<file path="src/rtl/playback_sequencer.sv">
`default_nettype none
// ============================================================================
// Module   : playback_sequencer
// Function : Play/pause/stop/seek control, sample-rate divider and req/ack
//            sample fetch for the music player. Optional LOOP_PLAYBACK_EN
//            wraps to address 0 at end of track and keeps playing.
// Revision : 1.0  initial release
// ============================================================================
module playback_sequencer #(
    parameter int CLK_HZ    = 50_000_000,
    parameter int SAMPLE_HZ = 3_000,
    parameter int ADDR_W    = 22,
    parameter int DATA_W    = 8,
    parameter int TRACK_LEN = 1_800_000,
    parameter int SEEK_STEP = 30_000
) (
    input  logic              clk,
    input  logic              reset,
    input  logic              play_pause,
    input  logic              stop,
    input  logic              fwd,
    input  logic              back,
    output logic              mem_req,
    output logic [ADDR_W-1:0] mem_addr,
    input  logic              mem_ack,
    input  logic [DATA_W-1:0] mem_data,
    output logic [DATA_W-1:0] sample,
    output logic              sample_valid,
    output logic              playing,
    output logic              ended
);
    localparam int                 c_div       = CLK_HZ / SAMPLE_HZ;
    localparam int                 c_div_w     = (c_div > 1) ? $clog2(c_div) : 1;
    localparam logic [c_div_w-1:0] c_div_last  = c_div_w'(c_div - 1);
    localparam logic [ADDR_W:0]    c_last_addr = (ADDR_W+1)'(TRACK_LEN - 1);
    localparam logic [ADDR_W:0]    c_seek_step = (ADDR_W+1)'(SEEK_STEP);

    localparam logic [1:0] c_st_idle      = 2'd0;
    localparam logic [1:0] c_st_play_wait = 2'd1;
    localparam logic [1:0] c_st_fetch     = 2'd2;
    localparam logic [1:0] c_st_paused    = 2'd3;

    logic [1:0]         r_state;
    logic [ADDR_W-1:0]  r_addr;
    logic [c_div_w-1:0] r_div;
    logic               r_pp_q, r_stop_q, r_fwd_q, r_back_q;
    logic               r_pp_pend, r_stop_pend, r_fwd_pend, r_back_pend;
    logic [DATA_W-1:0]  r_sample;
    logic               r_sample_valid;
    logic               r_ended;

    logic               w_pp_ev, w_stop_ev, w_fwd_ev, w_back_ev;
    logic               w_pp, w_stop, w_fwd, w_back;
    logic               w_tick, w_at_end;
    logic [ADDR_W:0]    w_fwd_sum;
    logic [ADDR_W-1:0]  w_fwd_addr, w_back_addr, w_addr_inc;

    logic [1:0]         w_state_nxt;
    logic [ADDR_W-1:0]  w_addr_nxt;
    logic               w_pp_pend_nxt, w_stop_pend_nxt, w_fwd_pend_nxt, w_back_pend_nxt;
    logic               w_sample_load;
    logic               w_ended_nxt;

    assign w_pp_ev   = play_pause & ~r_pp_q;
    assign w_stop_ev = stop & ~r_stop_q;
    assign w_fwd_ev  = fwd & ~r_fwd_q;
    assign w_back_ev = back & ~r_back_q;

    assign w_pp   = w_pp_ev | r_pp_pend;
    assign w_stop = w_stop_ev | r_stop_pend;
    assign w_fwd  = w_fwd_ev | r_fwd_pend;
    assign w_back = w_back_ev | r_back_pend;

    assign w_tick     = (r_state == c_st_play_wait) && (r_div == c_div_last);
    assign w_at_end   = ({1'b0, r_addr} == c_last_addr);
    assign w_addr_inc = r_addr + ADDR_W'(1);

    // Seek arithmetic is one bit wider so the clamp sees the true sum
    assign w_fwd_sum   = {1'b0, r_addr} + c_seek_step;
    assign w_fwd_addr  = (w_fwd_sum > c_last_addr) ? c_last_addr[ADDR_W-1:0] : w_fwd_sum[ADDR_W-1:0];
    assign w_back_addr = ({1'b0, r_addr} >= c_seek_step) ? (r_addr - c_seek_step[ADDR_W-1:0]) : '0;

    always_comb begin
        w_state_nxt     = r_state;
        w_addr_nxt      = r_addr;
        w_pp_pend_nxt   = r_pp_pend;
        w_stop_pend_nxt = r_stop_pend;
        w_fwd_pend_nxt  = r_fwd_pend;
        w_back_pend_nxt = r_back_pend;
        w_sample_load   = 1'b0;
`ifdef LOOP_PLAYBACK_EN
        w_ended_nxt     = 1'b0;
`else
        w_ended_nxt     = r_ended;
`endif
        if (r_state == c_st_fetch) begin
            w_pp_pend_nxt   = w_pp;
            w_stop_pend_nxt = w_stop;
            w_fwd_pend_nxt  = w_fwd;
            w_back_pend_nxt = w_back;
            if (mem_ack) begin
                w_pp_pend_nxt   = 1'b0;
                w_stop_pend_nxt = 1'b0;
                if (w_stop) begin
                    w_state_nxt = c_st_idle;
                    w_addr_nxt  = '0;
                end else begin
                    w_sample_load = 1'b1;
                    w_state_nxt   = w_pp ? c_st_paused : c_st_play_wait;
                    if (w_at_end) begin
                        w_addr_nxt  = '0;
                        w_ended_nxt = 1'b1;
`ifndef LOOP_PLAYBACK_EN
                        w_state_nxt = c_st_idle;
`endif
                    end else begin
                        w_addr_nxt = w_addr_inc;
                    end
                end
            end
        end else begin
            // Pending seeks land here, after any FETCH increment; stop overrides them
            w_fwd_pend_nxt  = 1'b0;
            w_back_pend_nxt = 1'b0;
            if (w_stop_ev) begin
                w_state_nxt = c_st_idle;
                w_addr_nxt  = '0;
            end else begin
                if (w_fwd && !w_back) begin
                    w_addr_nxt = w_fwd_addr;
                end else if (w_back && !w_fwd) begin
                    w_addr_nxt = w_back_addr;
                end
                case (r_state)
                    c_st_idle: begin
                        if (w_pp_ev) begin
                            w_state_nxt = c_st_play_wait;
                            w_ended_nxt = 1'b0;
                        end
                    end
                    c_st_play_wait: begin
                        if (w_pp_ev) begin
                            w_state_nxt = c_st_paused;
                        end else if (w_tick) begin
                            w_state_nxt = c_st_fetch;
                        end
                    end
                    default: begin
                        if (w_pp_ev) begin
                            w_state_nxt = c_st_play_wait;
                        end
                    end
                endcase
            end
        end
    end

    always_ff @(posedge clk or posedge reset) begin
        if (reset) begin
            r_state        <= c_st_idle;
            r_addr         <= '0;
            r_div          <= '0;
            r_pp_q         <= 1'b0;
            r_stop_q       <= 1'b0;
            r_fwd_q        <= 1'b0;
            r_back_q       <= 1'b0;
            r_pp_pend      <= 1'b0;
            r_stop_pend    <= 1'b0;
            r_fwd_pend     <= 1'b0;
            r_back_pend    <= 1'b0;
            r_sample       <= '0;
            r_sample_valid <= 1'b0;
            r_ended        <= 1'b0;
        end else begin
            r_pp_q         <= play_pause;
            r_stop_q       <= stop;
            r_fwd_q        <= fwd;
            r_back_q       <= back;
            r_state        <= w_state_nxt;
            r_addr         <= w_addr_nxt;
            r_pp_pend      <= w_pp_pend_nxt;
            r_stop_pend    <= w_stop_pend_nxt;
            r_fwd_pend     <= w_fwd_pend_nxt;
            r_back_pend    <= w_back_pend_nxt;
            r_sample_valid <= w_sample_load;
            r_ended        <= w_ended_nxt;
            if (w_sample_load) begin
                r_sample <= mem_data;
            end
            // Divider keeps running through FETCH so samples stay DIV clocks apart
            case (r_state)
                c_st_idle:   r_div <= '0;
                c_st_paused: r_div <= r_div;
                default:     r_div <= (r_div == c_div_last) ? '0 : r_div + c_div_w'(1);
            endcase
        end
    end

    assign mem_req      = (r_state == c_st_fetch);
    assign mem_addr     = r_addr;
    assign sample       = r_sample;
    assign sample_valid = r_sample_valid;
    assign playing      = (r_state == c_st_play_wait) || (r_state == c_st_fetch);
    assign ended        = r_ended;

endmodule

`default_nettype wire

</file>
<file path="config.mk">
export PLATFORM = sky130hd
export DESIGN_NAME = playback_sequencer
export DESIGN_NICKNAME = d
export VERILOG_FILES = /design/src/rtl/playback_sequencer.sv
export SDC_FILE = /design/constraint.sdc
export NUM_CORES = 1
export LEC_CHECK = 0
export CAP_MARGIN = 20
export CORE_ASPECT_RATIO = 1.5
export CORE_MARGIN = 5
export CORE_UTILIZATION = 43
export DETAILED_ROUTE_END_ITERATION = 6
export GPL_ROUTABILITY_DRIVEN = 0
export GPL_TIMING_DRIVEN = 0
export PLACE_DENSITY = 0.68
export REMOVE_ABC_BUFFERS = 1
export SETUP_SLACK_MARGIN = 0.15
export SLEW_MARGIN = 20
export SYNTH_ARGS = -nofsm -noshare
export SYNTH_HDL_FRONTEND = slang
export SYNTH_SLANG_ARGS = --single-unit
</file>
<file path="constraint.sdc">
create_clock -name clk -period 3.9 [get_ports clk]
set_clock_uncertainty 0.1 [all_clocks]
set_input_delay 0.585 -clock clk [delete_from_list [all_inputs] [get_ports clk]]
set_output_delay 0.585 -clock clk [all_outputs]
set_load 0.005 [all_outputs]
</file>
; Yosys cells after proc, flatten, opt, wreduce, memory -nomap -nowiden
; Index checks and enable logic that the tools add are counted.
[word_totals]
reg_bits = 57
inputBits = 15
out_inout_bits = 34
elab_cells = 91
[op_classes]
addsub = 4
n_lt_le_gt_ge = 2
eq_ne = 9
mux = 35
bitwise_logic = 12
reduce_logical = 15
[op_table]
columns = op, n
row1 = 22-bit 2-to-1 mux, 9
row2 = 15-bit case mux with 2 select lines, 1
row3 = "22-bit by 15-bit adder with 23-bit output, second input constant", 1
row4 = "23-bit by 21-bit > comparator with 1-bit output, second input constant", 1
row5 = "22-bit by 1-bit adder with 22-bit output, second input constant", 1
row6 = "22-bit by 21-bit == test with 1-bit output, second input constant", 1
row7 = "22-bit by 15-bit greater-or-equal comparator with 1-bit output, second input constant", 1
row8 = "22-bit by 15-bit subtractor with 22-bit output, second input constant", 1
row9 = 2-bit 2-to-1 mux, 10
row10 = "15-bit by 1-bit adder with 15-bit output, second input constant", 1
row11 = "15-bit == test, second input constant", 1
row12 = 15-bit 2-to-1 mux, 1
row13 = 1-bit 2-to-1 mux, 14
row14 = 4-bit nonzero test, 3
row15 = 6-bit AND reduction, 1
row16 = 1-bit AND, 4
row17 = "2-bit == test, second input constant", 2
row18 = "2-bit by 1-bit inequality test with 1-bit output, second input constant", 2
row19 = "2-bit inequality test, second input constant", 2
row20 = 1-bit inverter, 4
row21 = 1-bit OR, 4
row22 = 2-bit nonzero test, 2
row23 = 1-bit logical AND, 3
row24 = 3-bit AND reduction, 1
row25 = 5 further kinds, 6

; Depth between registers and ports, before layout
; Gate-level depths: netlist of the first run.
[depth]
ltp_word = 9
mapped_depth = 12
ltp_nobuf = 10

; Worst setup path after synthesis of the first run
; OpenSTA, ideal clock, no wires.
[synth_path]
path_kind = register to register
startpoint = register r_addr[4], in the netlist mem_addr[4]
endpoint = register r_addr[8], in the netlist mem_addr[8]
setup_time_ps = 150
arrival_ps = 2723
t_required_ps = 3650
setup_slack_ps = 927
stages_incl_launch_ff = 13
n_path_buf = 2
synth_period_minus_slack_ps = 2973
cell_sequence = dfrtp_1 -> clkbuf_1 -> inv_1 -> ha_1 -> and3b_1 -> o221ai_1 -> and2_1 -> a31oi_1 -> a32oi_1 -> o221ai_1 -> nand2b_1 -> buf_2 -> o311ai_0
[synth_between]
elab_chain_len = 6
elab_cells_between_ends = 15
classes_between = 3 x add/sub / 2 x order compare / 1 x eq/ne / 9 x mux
[synth_rtl]
columns = item, line_no
row1 = start: declaration, 44  ; logic [ADDR_W-1:0] r_addr;
row2 = start signal: assignment, 180  ; r_addr <= w_addr_nxt;
row3 = 22-bit by 15-bit adder with 23-bit output (tied with other cells), 79  ; assign w_fwd_sum = {1'b0, r_addr} + c_seek_step;
row4 = 23-bit by 21-bit > comparator with 1-bit output / 22-bit 2-to-1 mux (equally long branches), "80, 81"
row5 = "22-bit 2-to-1 mux, on equally long branches", "80, 131"
row6 = 22-bit 2-to-1 mux, 129  ; if (w_fwd && !w_back) begin
row7 = 22-bit 2-to-1 mux, 125  ; if (w_stop_ev) begin
row8 = 22-bit 2-to-1 mux (*), 96  ; if (r_state == c_st_fetch) begin
; Mark *: on every way between the ends. The rest lies on a longest branch, timed or not. The select of a mux whose other input is x is not followed.
; A chain may end at the register's enable or synchronous reset.

; Worst setup path in the final report of the first run
[layout_path]
startpoint = input port back
endpoint = register r_addr[8], in the netlist mem_addr[8]
[layout_between]
elab_chain_len = 7
elab_cells_between_ends = 10
classes_between = 3 x mux / 2 x bitwise / 5 x reduce/logical
[layout_rtl]
columns = item, line_no
row1 = start: declaration, 22  ; input logic back,
row2 = 1-bit AND (*), 67  ; assign w_back_ev = back & ~r_back_q;
row3 = 1-bit OR (*), 72  ; assign w_back = w_back_ev | r_back_pend;
row4 = 1-bit logical NOT, 129
row5 = 1-bit logical AND, 129
row6 = 22-bit 2-to-1 mux, 129
row7 = 22-bit 2-to-1 mux, 125
row8 = 22-bit 2-to-1 mux, 96
; Mark *: on every way between the ends. The rest lies on a longest branch, timed or not.

==> results of run 1 <==
flip-flops by register name, indices dropped and copies added (netlist names):
register / count
ended: 1
mem_addr: 22
r_back_pend: 1
r_back_q: 1
r_div: 15
r_fwd_pend: 1
r_fwd_q: 1
r_pp_pend: 1
r_pp_q: 1
r_state: 2
r_stop_pend: 1
r_stop_q: 1
sample: 8
sample_valid: 1
power groups by stage:
| stage | sequential [mW] | combinational (mW) | clock (mW) |
|---|---|---|---|
| final | 1.21 | 2.09 | 0.828 |
| after global routing | 1.25 | 2.31 | 0.875 |
| after CTS | 1.19 | 2.06 | 0.843 |
| after detailed placement | 1.19 | 2.04 | 0 |
| after global placement | 1.19 | 1.99 | 0 |
| after floorplan | 1.09 | 1.32 | 0 |
routing by layer:
| layer | GRT usage [%] | wire length (µm) | share of wire [%] |
|---|---|---|---|
| met1 | 25.1 | 5100 | 38 |
| met2 | 38.0 | 6790 | 50 |
| met3 | 4.72 | 899 | 6.7 |
| met4 | 14.6 | 716 | 5.3 |
| met5 | 0 | 0 | 0 |
logic make-up after synthesis:
| kind of cell | share of synthesized area (%) |
|---|---|
| buffers and inverters | 5.37 |
| flip-flops | 33.1 |
| multiplexers | 3.05 |
| adder cells (fa/ha/maj) | 3.48 |
| AND/OR/NAND/NOR | 25.7 |
| XOR/XNOR | 3.45 |
| AO/OA/AOI/OAI | 25.8 |
cells in the mapped netlist, types with 4 or more instances:
master	count
mux2_2	9
nor2b_1	7
and3_1	6
nand2_1	63
xnor2_1	11
a22oi_1	6
ha_1	12
a211oi_1	7
or2_2	5
o31ai_1	6
nor4_1	4
and2_1	6
a21o_1	4
o211ai_1	9
a31oi_1	12
o221ai_1	6
or3_1	8
a21oi_1	42
dfrtp_1	57
clkbuf_1	36
nand2b_1	4
nand3_1	20
nor3_1	17
and4_1	6
xor2_1	6
o311ai_0	5
o21ai_0	35
nor2_1	56
inv_1	17
nand4_1	8
cell type report:
| cell class | instances | share of cell area (%) |
|---|---|---|
| repair buffers | 50 | 10.0 |
| clock buffers | 9 | 4.38 |
| flip-flops and latches | 57 | 27.8 |
| well taps | 115 | 2.80 |
| clock inverters | 6 | 1.63 |
| inverters | 18 | 1.36 |
| multi-input cells | 435 | 52.1 |
what timing repair did:
action | 4_1_cts | 5_1_grt
resized for setup | 2 | 3
setup buffers | 0 | 0
pin swaps | 0 | 0
setup endpoints to repair | 10 | 16
worst paths after layout:
path	to	slack, ns
min in group asynchronous	ended	0.45
max in group asynchronous	mem_addr[4]	2.75
hold / removal	sample[2]	0.41
setup reg to reg	mem_addr[8]	0.38
hold reg to reg	sample[2]	0.41
setup / recovery	mem_addr[8]	0.33
per-stage QoR:
step                setup TNS, ns  instance area, µm²  hold WS (ns)
floorplan                       0                4150         0.375
global placement            -5.16                4770         0.390
detailed placement         -0.164                4820         0.400
CTS                             0                5130         0.412
global route                    0                5150         0.418
finish                          0                5150         0.409
==> results by group, run 1 <==
Layout
  • Commonest non-fill, non-tap cell in the layout: nand2_1
  • Final Instance Count excl. Fillers: 690
  • Area delta synth->final: 19.4%
  • Final core occ: 52.8%
  • Commonest cells after routing, fill and taps aside: 63 x nand2_1, 56 x nor2_1, 55 x dfrtp_1, 48 x clkdlybuf4s50_1, 41 x a21oi_1
  • Layout Nets: between 500 and 600
  • FF/Latch Area: around 1400 µm²
  • Fillers: 934
  • N_diodes: 0
  • Area of the multi-input gates: 2680 µm²
  • Layout cells sized above 1: roughly 8.2%

Power
  • Maximum VDD drop: roughly 0.5 mV
  • Net Switching: 1.84 mW
  • Pint: 2.29 mW
  • Clock share of power: 20.1%
  • Power Density: roughly 800 nW/µm²
  • Final total power: roughly 4.1 mW
  • Leakage: about 2.0 nW
  • Share of power burned in registers: between 20 and 30%
  • Comb pwr share: between 50% and 60%
  • Sw frac: around 45%

Global routing
  • Initial antenna violation count: 0
  • GRT Overall Usage: between 20% and 30%
  • Vias in the first global route: about 4400
  • Maximum number of pins on one net before global-route repair: 41
  • Overflow left after global routing: 0
  • Global-route wire length before repair: around 22000 µm

Route
  • Drt drc: 0
  • Wire per inst: 19.6 µm
  • Total number of vias: about 4500
  • Via density: ~6.5
  • Antenna-violating nets left: 0
  • DRT iter0 DRCs: 451
  • Drt first pass iters: 5
  • Total Wirelength: roughly 14000 µm

Synth
  • Yosys warns: 0
  • Main flop type after synthesis: dfrtp_1
  • Mean area per synthesized cell: approximately 7.8 µm²
  • Synth area leaders: dfrtp_1 33%, nand2_1 5.5%, a21oi_1 4.9%
  • Syn Inst Count: 550
  • Sequential-to-total area share from yosys stat: 33.1%
  • Cell area after synthesis: around 4300 µm²
  • Share of the synthesized area in the top cell type: roughly a third
  • Cell taking the most area after synthesis: dfrtp_1
  • Ys async rst share: 100%
  • Post-synthesis register bit count: 57
  • Number of enable flip-flop cells after synthesis: 0
  • Yosys cell types: 67

Clock network
  • Clock transition at the registers of the reported paths: about 0.050 ns
  • Total CTS buffers: 9
  • H-tree levels: 3
  • CTS tree: yes
  • CTS Sinks: 57
  • CTS root buf: clkbuf_16
  • Clock Latency Late Sink: about 0.33 ns
  • Hold-fix buffers, CTS: 0
  • Worst-case clock buffer depth: 2

STA
  • FMAX: 0.280 GHz
  • Period utilization: slightly above 90%
  • Worst-Margin Slew: about 0.89 ns
  • PnR worst setup slack: 0.332 ns
  • # setup viols final: 0
  • Fin. Hold Viols: 0
  • Max-slew violation count: 0
  • Crit path time final: 3.57 ns
  • Worst slew margin: 40.6%
  • RSZ-0062 raised after global routing: no

Setup path
  • Crit-path max FO: 19
  • Number of stages on the worst setup path: 7
  • Critical Path, Cell by Cell: clkdlybuf4s50_1, a21oi_1, ha_1, clkinv_1, a21oi_1, a22oi_1, o311ai_0
  • Slowest cell on the critical path: ha_1
  • CP Launch Type: primary input
  • Critical path's top delay family: compound AO/OA/AOI/OAI gates
  • Worst path bufs/invs: 2
  • CP max stage delay: 0.78 ns
  • Required time of the worst setup path: 4.01 ns
  • CP Class: primary input to flop
  • Reg-to-reg startpoint: mem_addr[4]
  • CP most frequent cell: a21oi_1
  • Beginning of the critical path: back
  • Worst-case reg-to-reg path depth: 10
  • CP Capture Type: flop
  • Worst path arrival time: about 3.7 ns

Floorplanning
  • Die width: roughly 92 µm
  • CORE AREA: ~10000 µm²
  • # rows: 44
  • Initial Utilization: 44.2%
  • I/O pins: just under 50
  • Total die area: 12200 µm²
  • DIE HEIGHT: roughly 130 µm

Status
  • Outcome: finished clean

Job
  • Max_cap viols: 0

Hold path
  • Hold_sp: sample[2]
  • Worst Hold Depth: 1
  • Hold Crit Class: flop to flop

Placement
  • DP HPWL: around 9600 µm
  • Pre-CTS setup slack: -0.0792 ns
  • Placed Cells incl. Taps: around 680
  • I/O Buffers: 48
(Power assumes the default switching activity.)
==> run 2: changes to the inputs <==
--- a/config.mk
+++ b/config.mk
@@ -8,11 +8,11 @@
 export CAP_MARGIN = 20
 export CORE_ASPECT_RATIO = 1.5
 export CORE_MARGIN = 5
-export CORE_UTILIZATION = 43
+export CORE_UTILIZATION = 47
 export DETAILED_ROUTE_END_ITERATION = 6
 export GPL_ROUTABILITY_DRIVEN = 0
 export GPL_TIMING_DRIVEN = 0
-export PLACE_DENSITY = 0.68
+export PLACE_DENSITY = 0.73
 export REMOVE_ABC_BUFFERS = 1
 export SETUP_SLACK_MARGIN = 0.15
 export SLEW_MARGIN = 20
==> results by group, run 2 (synthesis gave the netlist of run 1 again) <==
Power
  • Power Density: 805 nW/µm²
  • Sw frac: between 40% and 50%
  • Final total power: approximately 4 mW
  • Leakage: 2.02 nW
  • Maximum VDD drop: around 0.42 mV
  • Share of power burned in registers: 29.4%
  • Comb pwr share: between 50% and 60%
  • Clock share of power: 19.3%
  • Net Switching: 1.86 mW
  • Pint: roughly 2.3 mW

Route
  • Drt drc: 0
  • Via density: around 6.6
  • Total Wirelength: 13600 µm
  • Drt first pass iters: 5
  • DRT iter0 DRCs: ~340
  • Antenna-violating nets left: 0
  • Wire per inst: about 20 µm
  • Total number of vias: between 4000 and 5000

Global routing
  • Global-route wire length before repair: roughly 22000 µm
  • GRT Overall Usage: about a quarter
  • Vias in the first global route: 4426
  • Maximum number of pins on one net before global-route repair: just under 60
  • Initial antenna violation count: 0
  • Overflow left after global routing: 0

Setup path
  • Worst path arrival time: between 3 and 4 ns
  • Slowest cell on the critical path: a2111oi_1
  • CP Class: flop to flop
  • Reg-to-reg startpoint: mem_addr[4]
  • R2r endpoint: mem_addr[15]
  • Register-to-register setup slack: about 0.38 ns
  • CP Launch Type: flop
  • Required time of the worst setup path: about 4.0 ns
  • CP Capture Type: flop
  • CP max stage delay: 0.67 ns
  • Worst-case reg-to-reg path depth: 10
  • Crit-path max FO: 15
  • CP most frequent cell: o21ai_0
  • Critical Path, Cell by Cell: inv_1, ha_1, and3b_1, o221ai_1, a21oi_1, xnor2_1, o311ai_0, a2111oi_1, o21ai_0, o21ai_0

Clock network
  • CTS Sinks: between 50 and 60
  • Clock transition at the registers of the reported paths: roughly 0.05 ns
  • Worst-case clock buffer depth: 2
  • H-tree levels: 3
  • Hold-fix buffers, CTS: 0
  • Clock Latency Late Sink: approximately 0.33 ns
  • CTS root buf: clkbuf_16
  • Total CTS buffers: 9
  • CTS tree: yes

Status
  • Outcome: finished clean

Placement
  • I/O Buffers: 48
  • DP HPWL: about 9400 µm

Floorplanning
  • # rows: between 40 and 50
  • Die width: approximately 90 µm
  • Total die area: around 11000 µm²
  • Initial Utilization: between 40% and 50%
  • I/O pins: just under 50
  • CORE AREA: a little under 9000 µm²
  • DIE HEIGHT: 127 µm

STA
  • Fin. Hold Viols: 0
  • RSZ-0062 raised after global routing: no
  • Crit path time final: 3.52 ns
  • Worst slew margin: between 40% and 50%
  • Period utilization: approximately nine tenths
  • # setup viols final: 0
  • Worst-Margin Slew: 0.895 ns
  • FMAX: 0.284 GHz
  • Max-slew violation count: 0

Layout
  • Fillers: approximately 790
  • Area delta synth->final: 18.8%
  • Commonest cells after routing, fill and taps aside: 63 x nand2_1, 56 x nor2_1, 55 x dfrtp_1, 48 x clkdlybuf4s50_1, 41 x a21oi_1
  • N_diodes: 0
  • Layout Nets: ~600
  • Largest register FFs: 22
  • Commonest non-fill, non-tap cell in the layout: nand2_1
  • Layout cells sized above 1: under 10%
  • Final core occ: roughly 58%

Hold path
  • Hold_sp: sample[2]
  • Hold Crit Class: flop to flop
  • Hold EP: sample[2]
  • Worst Hold Depth: 1

Job
  • Max_cap viols: 0
==> run 2: layout make-up <==
| cell class | instances | area [µm²] | area share (%) |
|---|---|---|---|
| clock buffer | 13 | 260 | 5.08 |
| clock inverter | 2 | 37.5 | 0.733 |
| inverter | 18 | 70.1 | 1.37 |
| multi-input combinational | 435 | 2690 | 52.6 |
| sequential | 57 | 1430 | 27.9 |
| tap | 110 | 138 | 2.69 |
| timing repair buffer | 49 | 495 | 9.68 |
==> run 2: worst max path at each step <==
| stage | start | end | slack, ns | depth (start not counted) |
|---|---|---|---|---|
| 2_1_floorplan | mem_addr[4] | mem_addr[8] | 1.01 | 10 |
| 3_3_place_gp | stop | mem_addr[3] | -0.41 | 7 |
| 3_5_place_dp | mem_addr[4] | mem_addr[8] | 0.04 | 10 |
| 4_1_cts | mem_addr[4] | mem_addr[8] | 0.17 | 10 |
| 5_1_grt | mem_addr[4] | mem_addr[8] | 0.16 | 10 |
| 6_report | mem_addr[4] | mem_addr[15] | 0.38 | 10 |
==> run 2: repair_timing <==
| action | in CTS | in global routing |
|---|---|---|
| setup endpoints to repair | 9 | 18 |
| resized for setup | 1 | 7 |
| endpoints found under the hold margin | 0 | 0 |
| setup buffers | 0 | 0 |
==> run 2: critical path, delay by kind of cell, from the launching register on <==
kind	cells	cell delay, ns
buffers and inverters	1	0.13
xor gates and xnor gates	1	0.22
and+or+nand+nor	1	0.37
DFF	1	0.54
adders and majority gates	1	0.31
AOI/OAI and AO/OA	6	1.78
==> run 2: layer usage <==
layer / wire length, µm / vias up / GRT usage [%]
met2: 6730 / 265 / 40.9
met4: 812 / 0 / 16.9
met1: 4990 / 2114 / 28.6
li1: - / 2058 / -
met3: 1090 / 68 / 5.28
met5: 0 / - / 0
==> run 2: power groups by stage <==
stage          combinational, mW  clock [mW]  sequential [mW]
6_report                    2.12       0.795             1.21
5_1_grt                     2.30       0.830             1.25
2_1_floorplan               1.32           0             1.09
4_1_cts                     2.06       0.805             1.19
3_5_place_dp                2.03           0             1.19
3_3_place_gp                1.98           0             1.19
==> run 2: per-stage QoR <==
step / area, µm² / worst slack (ns) / setup TNS, ns / instances / hold slack (ns)
after floorplan: 4150 / 1.01 / 0 / 510 / 0.375
after global placement: 4770 / -0.411 / -4.25 / 668 / 0.388
after global routing: 5120 / 0.155 / 0 / 684 / 0.433
final: 5120 / 0.377 / 0 / 684 / 0.404
after CTS: 5090 / 0.168 / 0 / 684 / 0.407
after detailed placement: 4790 / 0.0415 / 0 / 669 / 0.395
